<file path="config.mk">
export PLATFORM = sky130hd
export DESIGN_NAME = mux_nx1_rr
export DESIGN_NICKNAME = d
export VERILOG_FILES = /design/src/rtl/mux_pkg.sv /design/src/rtl/rr_pick.sv /design/src/rtl/mux_nx1_rr.sv
export SDC_FILE = /design/constraint.sdc
export NUM_CORES = 1
export LEC_CHECK = 0
export CAP_MARGIN = 15
export CORE_MARGIN = 1
export CORE_UTILIZATION = 42
export CTS_CLUSTER_DIAMETER = 200
export DETAILED_ROUTE_END_ITERATION = 10
export PLACE_DENSITY = 0.92
export REMOVE_ABC_BUFFERS = 1
export SYNTH_ARGS = -nofsm -noshare
export SYNTH_HDL_FRONTEND = slang
export SYNTH_SLANG_ARGS = --single-unit
</file>
<file path="constraint.sdc">
create_clock -name clk -period 2.8 [get_ports clk]
set_clock_uncertainty 0.05 [all_clocks]
set_input_delay 0.28 -clock clk [delete_from_list [all_inputs] [get_ports clk]]
set_output_delay 0.28 -clock clk [all_outputs]
set_load 0.02 [all_outputs]
</file>
<file path="src/rtl/mux_pkg.sv">
// Shared definitions for the N-channel round-robin multiplexer.
// Mode encodings and small index helpers used by the mux and its pick logic.
package mux_pkg;

    localparam logic MODE_MANUAL = 1'b0;
    localparam logic MODE_RR     = 1'b1;

    // Wraps (base + offset) into the range 0..modulus-1.
    function automatic int wrap_add(input int base, input int offset, input int modulus);
        int sum_v;
        sum_v = base + offset;
        return sum_v % modulus;
    endfunction

endpackage

</file>
<file path="src/rtl/rr_pick.sv">
// Combinational round-robin search: the first asserted request strictly after
// ptr, wrapping around and ending at ptr itself.
module rr_pick
    import mux_pkg::*;
#(
    parameter  int CHANNELS = 4,
    localparam int SEL_W    = $clog2(CHANNELS)
) (
    input  logic [CHANNELS-1:0] req,
    input  logic [SEL_W-1:0]    ptr,
    output logic                found,
    output logic [SEL_W-1:0]    idx
);

    // Walk the offsets from farthest to nearest so the nearest request wins.
    always_comb begin
        found = 1'b0;
        idx   = {SEL_W{1'b0}};
        for (int i = CHANNELS; i >= 1; i--) begin
            found = found | req[SEL_W'(wrap_add(int'(ptr), i, CHANNELS))];
            idx   = req[SEL_W'(wrap_add(int'(ptr), i, CHANNELS))]
                    ? SEL_W'(wrap_add(int'(ptr), i, CHANNELS)) : idx;
        end
    end

endmodule

</file>
<file path="src/rtl/mux_nx1_rr.sv">
// N-channel WIDTH-bit multiplexer with a one-deep registered output, valid/ready
// handshake, and manual or round-robin channel selection.
module mux_nx1_rr
    import mux_pkg::*;
#(
    parameter  int WIDTH    = 2,
    parameter  int CHANNELS = 4,
    localparam int SEL_W    = $clog2(CHANNELS)
) (
    input  logic                      clk,
    input  logic                      reset,
    input  logic                      mode,
    input  logic [SEL_W-1:0]          selector,
    input  logic [CHANNELS*WIDTH-1:0] in_data,
    input  logic [CHANNELS-1:0]       in_valid,
    output logic [CHANNELS-1:0]       in_ready,
    output logic [WIDTH-1:0]          data_out,
    output logic [SEL_W-1:0]          sel_out,
    output logic                      valid_out,
    input  logic                      out_ready
);

    logic [WIDTH-1:0]    data_r;
    logic [SEL_W-1:0]    sel_r;
    logic                valid_r;
    logic [SEL_W-1:0]    ptr_r;

    logic                load_en_s;
    logic                rr_found_s;
    logic [SEL_W-1:0]    rr_idx_s;
    logic                man_found_s;
    logic                cand_found_s;
    logic [SEL_W-1:0]    cand_idx_s;
    logic                grant_s;
    logic [WIDTH-1:0]    sel_data_s;
    logic [CHANNELS-1:0] ready_s;

    rr_pick #(
        .CHANNELS (CHANNELS)
    ) u_rr_pick (
        .req   (in_valid),
        .ptr   (ptr_r),
        .found (rr_found_s),
        .idx   (rr_idx_s)
    );

    assign load_en_s   = !valid_r || out_ready;
    assign man_found_s = (int'(selector) < CHANNELS) && in_valid[selector];

    // Choose the candidate channel for the current mode.
    always_comb begin
        cand_found_s = 1'b0;
        cand_idx_s   = {SEL_W{1'b0}};
        if (mode == MODE_RR) begin
            cand_found_s = rr_found_s;
            cand_idx_s   = rr_idx_s;
        end else begin
            cand_found_s = man_found_s;
            cand_idx_s   = selector;
        end
    end

    // No grant is issued while reset is held, so nothing is consumed in that cycle.
    assign grant_s = cand_found_s && load_en_s && !reset;

    // One-hot grant decode and data select for the candidate channel.
    always_comb begin
        sel_data_s = {WIDTH{1'b0}};
        ready_s    = {CHANNELS{1'b0}};
        for (int k = 0; k < CHANNELS; k++) begin
            sel_data_s = (cand_idx_s == SEL_W'(k)) ? in_data[k*WIDTH +: WIDTH] : sel_data_s;
            ready_s[k] = grant_s && (cand_idx_s == SEL_W'(k));
        end
    end

    assign in_ready = ready_s;

    // Output register and round-robin pointer; ptr only follows round-robin grants.
    always_ff @(posedge clk) begin
        if (reset) begin
            data_r  <= {WIDTH{1'b0}};
            sel_r   <= {SEL_W{1'b0}};
            valid_r <= 1'b0;
            ptr_r   <= SEL_W'(CHANNELS - 1);
        end else if (load_en_s) begin
            if (cand_found_s) begin
                data_r  <= sel_data_s;
                sel_r   <= cand_idx_s;
                valid_r <= 1'b1;
                ptr_r   <= (mode == MODE_RR) ? cand_idx_s : ptr_r;
            end else begin
                data_r  <= data_r;
                sel_r   <= sel_r;
                valid_r <= 1'b0;
                ptr_r   <= ptr_r;
            end
        end else begin
            data_r  <= data_r;
            sel_r   <= sel_r;
            valid_r <= valid_r;
            ptr_r   <= ptr_r;
        end
    end

    assign data_out  = data_r;
    assign sel_out   = sel_r;
    assign valid_out = valid_r;

endmodule

</file>
# After elaboration in Yosys (flattened, before gate mapping)
# Cells that the tools add are included.
[classes]
n_addsub = 4
n_lt_le_gt_ge = 5
n_eq_ne = 3
n_mux = 25
n_bitwise = 3
reduce_logical = 12
[op_table]
columns = ["operator", "count"]
rows = [
  ["2-bit 2-to-1 mux", 9],
  ["2-bit by 4-bit < comparator with 1-bit output, second input constant", 4],
  ["1-bit 2-to-1 mux", 11],
  ["1-bit binary-select mux with 2-bit select", 5],
  ["1-bit logical AND", 6],
  ["2-bit by 1-bit adder with 2-bit output, second input constant", 2],
  ["2-bit adder, second input constant", 2],
  ["2-bit equality test, second input constant", 2],
  ["2-bit by 3-bit < comparator with 1-bit output, second input constant", 1],
  ["1-bit bitwise OR", 3],
  ["3-bit AND reduction", 1],
  ["2-bit by 1-bit equality test with 1-bit output, second input constant", 1],
  ["1-bit logical NOT", 2],
  ["2-bit logical NOT", 1],
  ["2-bit AND reduction", 1],
  ["1-bit logical OR", 1],
]
[totals]
register_bits = 7
inputBits = 18
output_inout_bits = 9
word_cells = 56

# Longest topological paths before layout
# Gate-level depths: netlist (run 1).
[logic_depth]
depth_word = 14
mapped_depth = 7
mapped_depth_nobuf = 6

# Hierarchy
# From an unflattened synthesis (run 1), not the netlist that was laid out.
[unflattened]
hier_cells = 57
area_unflattened_um2 = 529.3
[by_module_without_submodules]
columns = ["module", "n_inst", "cells_each", "area_each_um2", "seq_area_each_um2"]
rows = [
  ["mux_nx1_rr", 1, 43, 437.9, 140.1],
  ["rr_pick", 1, 14, 91.3, 0.0],
]

# Worst setup path after synthesis (run 1)
# No wires, ideal clock.
[synth_timing]
path_type = "input -> output"
from = "in in_valid[3]"
to = "out in_ready[0]"
arrival_time_ns = 1.666
required_ns = 2.470
slack_ns = 0.804
cell_stages = 6
path_buffers = 1
path_cell_list = "buf_4 -> a211oi_1 -> a211oi_1 -> mux2_4 -> or3_1 -> nor2_1"
[synth_via]
elab_chain_cells = 10
elab_cells_between_ends = 27
cone_classes = "mux (20); bitwise (3); reduce/logical (4)"
[synth_rtl]
columns = ["item", "line", "rtl"]
rows = [
  ["from (decl)", "mux_nx1_rr.sv:15", "input logic [CHANNELS-1:0] in_valid,"],
  ["1-bit binary-select mux with 2-bit select", "rr_pick.sv:20, rr_pick.sv:21", ""],
  ["1-bit 2-to-1 mux (not written as such) (2 in a row)", "rr_pick.sv:20, rr_pick.sv:21", ""],
  ["2-bit 2-to-1 mux or 1-bit bitwise OR (tied branches) (3 in a row)", "rr_pick.sv:22, rr_pick.sv:20", ""],
  ["2-bit 2-to-1 mux or 1-bit 2-to-1 mux (tied branches)", "rr_pick.sv:22, mux_nx1_rr.sv:54", ""],
  ["2-bit 2-to-1 mux or 1-bit logical AND (tied branches)", "mux_nx1_rr.sv:54, mux_nx1_rr.sv:64", ""],
  ["2-bit logical NOT or 1-bit logical AND (tied branches)", "mux_nx1_rr.sv:72, mux_nx1_rr.sv:64", ""],
  ["1-bit logical AND *", "mux_nx1_rr.sv:72", "ready_s[k] = grant_s && (cand_idx_s == SEL_W'(k));"],
  ["to (decl)", "mux_nx1_rr.sv:16", "output logic [CHANNELS-1:0] in_ready,"],
]
# Every way passes the cells marked *; elsewhere a longest branch is shown, timed or not. The select of a mux whose other input is x is not followed.

# Worst setup path in the final report (run 1)
[layout_timing]
from = "in in_valid[1]"
to = "out in_ready[1]"
[layout_via]
elab_chain_cells = 10
elab_cells_between_ends = 27
cone_classes = "eq/ne (1); mux (20); bitwise (3); reduce/logical (3)"
[layout_rtl]
columns = ["item", "line"]
rows = [
  ["1-bit binary-select mux with 2-bit select", "rr_pick.sv:20, rr_pick.sv:21"],
  ["1-bit 2-to-1 mux (not written as such) (2 in a row)", "rr_pick.sv:20, rr_pick.sv:21"],
  ["2-bit 2-to-1 mux or 1-bit bitwise OR (tied branches) (3 in a row)", "rr_pick.sv:22, rr_pick.sv:20"],
  ["2-bit 2-to-1 mux or 1-bit 2-to-1 mux (tied branches)", "rr_pick.sv:22, mux_nx1_rr.sv:54"],
  ["2-bit 2-to-1 mux or 1-bit logical AND (tied branches)", "mux_nx1_rr.sv:54, mux_nx1_rr.sv:64"],
  ["2-bit by 1-bit equality test with 1-bit output or 1-bit logical AND (tied branches)", "mux_nx1_rr.sv:72, mux_nx1_rr.sv:64"],
  ["1-bit logical AND *", "mux_nx1_rr.sv:72"],
]
# Marks and branches as above.

==> results.cfg, run 1 <==
[status]
status = finished, final reports clean

[worst_setup_path]
worstPathRequired_ns = 2.47
crit_slowest_cell = clkdlybuf4s50_1
crit_path_max_incr_delay_ns = 0.55
cp-start-kind = input pin
crit_buf_inv = 3
crit_path_cell_trace = clkdlybuf4s50_1 -> inv_1 -> a211oi_1 -> a211oi_2 -> mux2_4 -> or3_1 -> nor2_1 -> dlygate4sd2_1
critical_path_class = in -> out
cp_top_family = buffers and inverters
crit_fanout = 4
arrival_ns = 2.37
end_kind = output pin

[run]
maxCapViolCount = 0

[timing]
drv_slew = 0
hold_slack_ns = 0.458
period_needed_ns = 2.70
final-setup-viol-count = 0
clock.fmax_mhz = 371
hold_violations = 0
finalWorstSetupSlack_ns = 0.101
min_period_over_period = 0.964
tightest_slew_ns = 0.311
max_slew_margin = 0.793

[cells_and_area]
final_common_cell = clkdlybuf4s50_1
fin_nets = 123
final_cell_mix = clkdlybuf4s50_1 (22), nor2_1 (9), buf_4 (9)
fill_cells = 86
syn_to_final_growth_pct = 62.6
num_antenna_cells = 0
fin_cells = 118
drive_above_1_share = 0.212
final_core_util = 0.784

[route]
drt_iter0_drc = 24
num_vias = 674
drt_first_pass_iters = 4
vias_per_cell = 5.71
drc = 0
wirelength_mm = 1.83
detail-route-antenna-nets = 0
wl_per_cell_um = 15.5

[clock_tree]
clock_path_buffers = 2
cts_sinks = 7
cts_tree = done
cts-root-buf = clkbuf_4
h-tree-depth = 1
clock_latency_ns = 0.26
numCtsBuffers = 3
path_clk_slew_ns = 0.05
ctsHoldBuffers = 0

[hold_path]
holdCritPathClass = reg -> reg

[power_and_ir_drop]
power_density_nw_per_um2 = 411
p_leak_nw = 0.439
irDropWorstVdd_mv = 0.263
power_uw = 382

[die]
fp.coreArea_um2 = 1190
start_util = 0.482
dieArea_um2 = 1510
num_rows = 12
fp.dieH_um = 38.9
dieWidth_um = 38.9
ioPinCount = 27

[yosys]
yosys_warnings = 0
synth_area_leader_cell = dfxtp_1
synthFlopType = dfxtp_1
syn_area_um2 = 572
synth_top_area_share = 0.245
yosys_register_bits = 7
ys_types = 29
synth.area.top_cells = dfxtp_1 (25%), mux4_2 (12%), nor2_1 (5.9%), mux2i_1 (5.3%), a211oi_1 (3.9%)
syn_avg_cell_area_um2 = 8.53
netlist_instances = 67
ys_async_sr_fraction = 0
seq_area_frac_synth = 0.245
synth-edff-count = 0

[grt]
antenna_found_initial = 0
gr-total-overflow = 0
grt_usage = 0.274
grt_max_degree = 9
grt_pass1_vias = 669
grt_pass1_wl_mm = 2.67

[placement]
dp.cells = 114
dpl_worst_slack_ns = -0.0952
dp_hpwl_mm = 1.47
gp_congestion = 0.820
port_buffers = 26
-- registers in the layout, summed over array words and instances, names as in the netlist --
signal     count
data_out       2
ptr_r          2
sel_out        2
valid_out      1
-- routing by layer --
metal,wire length [um],global-route usage
met1,678,0.259
met2,1060,0.504
met3,56,0.104
met4,33,0.138
met5,0,0
-- kinds of logic after synthesis --
| logic type | share of synthesized area |
|---|---|
| and+or+nand+nor | 0.212 |
| AOI/OAI and AO/OA | 0.263 |
| buffers and inverters | 0.0832 |
| muxes | 0.197 |
| DFF | 0.245 |
-- worst paths after layout --
kind                             startpoint     endpoint  slack (ns)  depth (start not counted)
worst min register to register   sel_out[0]   sel_out[0]        0.46                          2
worst min-delay path             sel_out[0]   sel_out[0]        0.46                          2
worst max-delay path            in_valid[1]  in_ready[1]        0.10                          8
worst max register to register     ptr_r[1]  data_out[0]        0.81                          6
-- worst reg2reg max path, stage by stage, from the launching register on --
cell and delay, ns:
dfxtp_1 0.44, nand2b_1 0.17, nand3_1 0.08, a21oi_1 0.18, o22a_4 0.21, mux4_2 0.50
a22o_1 0.24
-- through the flow --
stage | cell area, um^2 | setup TNS (ns)
6_report | 930 | 0
5_1_grt | 930 | -0.0208
4_1_cts | 925 | 0
3_5_place_dp | 896 | -0.294
3_3_place_gp | 896 | -0.0764
2_1_floorplan | 551 | 0
-- what timing repair did --
item                                    in CTS  in global routing
resized for setup                            3                  2
cloned                                       0                  0
endpoints found under the setup margin       4                  2
buffers inserted                             0                  0
-- layout make-up --
type | instances | area [um^2] | share of cell area
clock buffers | 4 | 26.3 | 0.0283
inverters | 7 | 26.3 | 0.0283
multi-input cells | 51 | 389 | 0.419
flip-flops and latches | 7 | 140 | 0.151
well taps | 14 | 17.5 | 0.0188
repair buffers | 35 | 330 | 0.355
-- cells in the mapped netlist (3+ instances only) --
| cell | instances |
|---|---|
| a211oi_1 | 3 |
| a21oi_1 | 3 |
| dfxtp_1 | 7 |
| inv_1 | 5 |
| mux2i_1 | 3 |
| mux4_2 | 3 |
| nand2_1 | 4 |
| nor2_1 | 9 |
| o21ai_1 | 3 |
-- power breakdown --
| part | total (mW) | switching, mW | internal, mW |
|---|---|---|---|
| registers | 0.121 | 0.00985 | 0.111 |
| logic | 0.168 | 0.0749 | 0.0927 |
| clock network | 0.0936 | 0.0391 | 0.0545 |
| total | 0.382 | 0.124 | 0.258 |
Power figures use the tool's default switching activity.
==> run 2, diff against run 1 <==
--- a/config.mk
+++ b/config.mk
@@ -5,7 +5,7 @@
 export SDC_FILE = /design/constraint.sdc
 export NUM_CORES = 1
 export LEC_CHECK = 0
-export CAP_MARGIN = 15
+export CAP_MARGIN = 20
 export CORE_MARGIN = 1
 export CORE_UTILIZATION = 42
 export CTS_CLUSTER_DIAMETER = 200
==> results of run 2 <==
No change in the layout: final DEF, timing and power equal those of run 1.
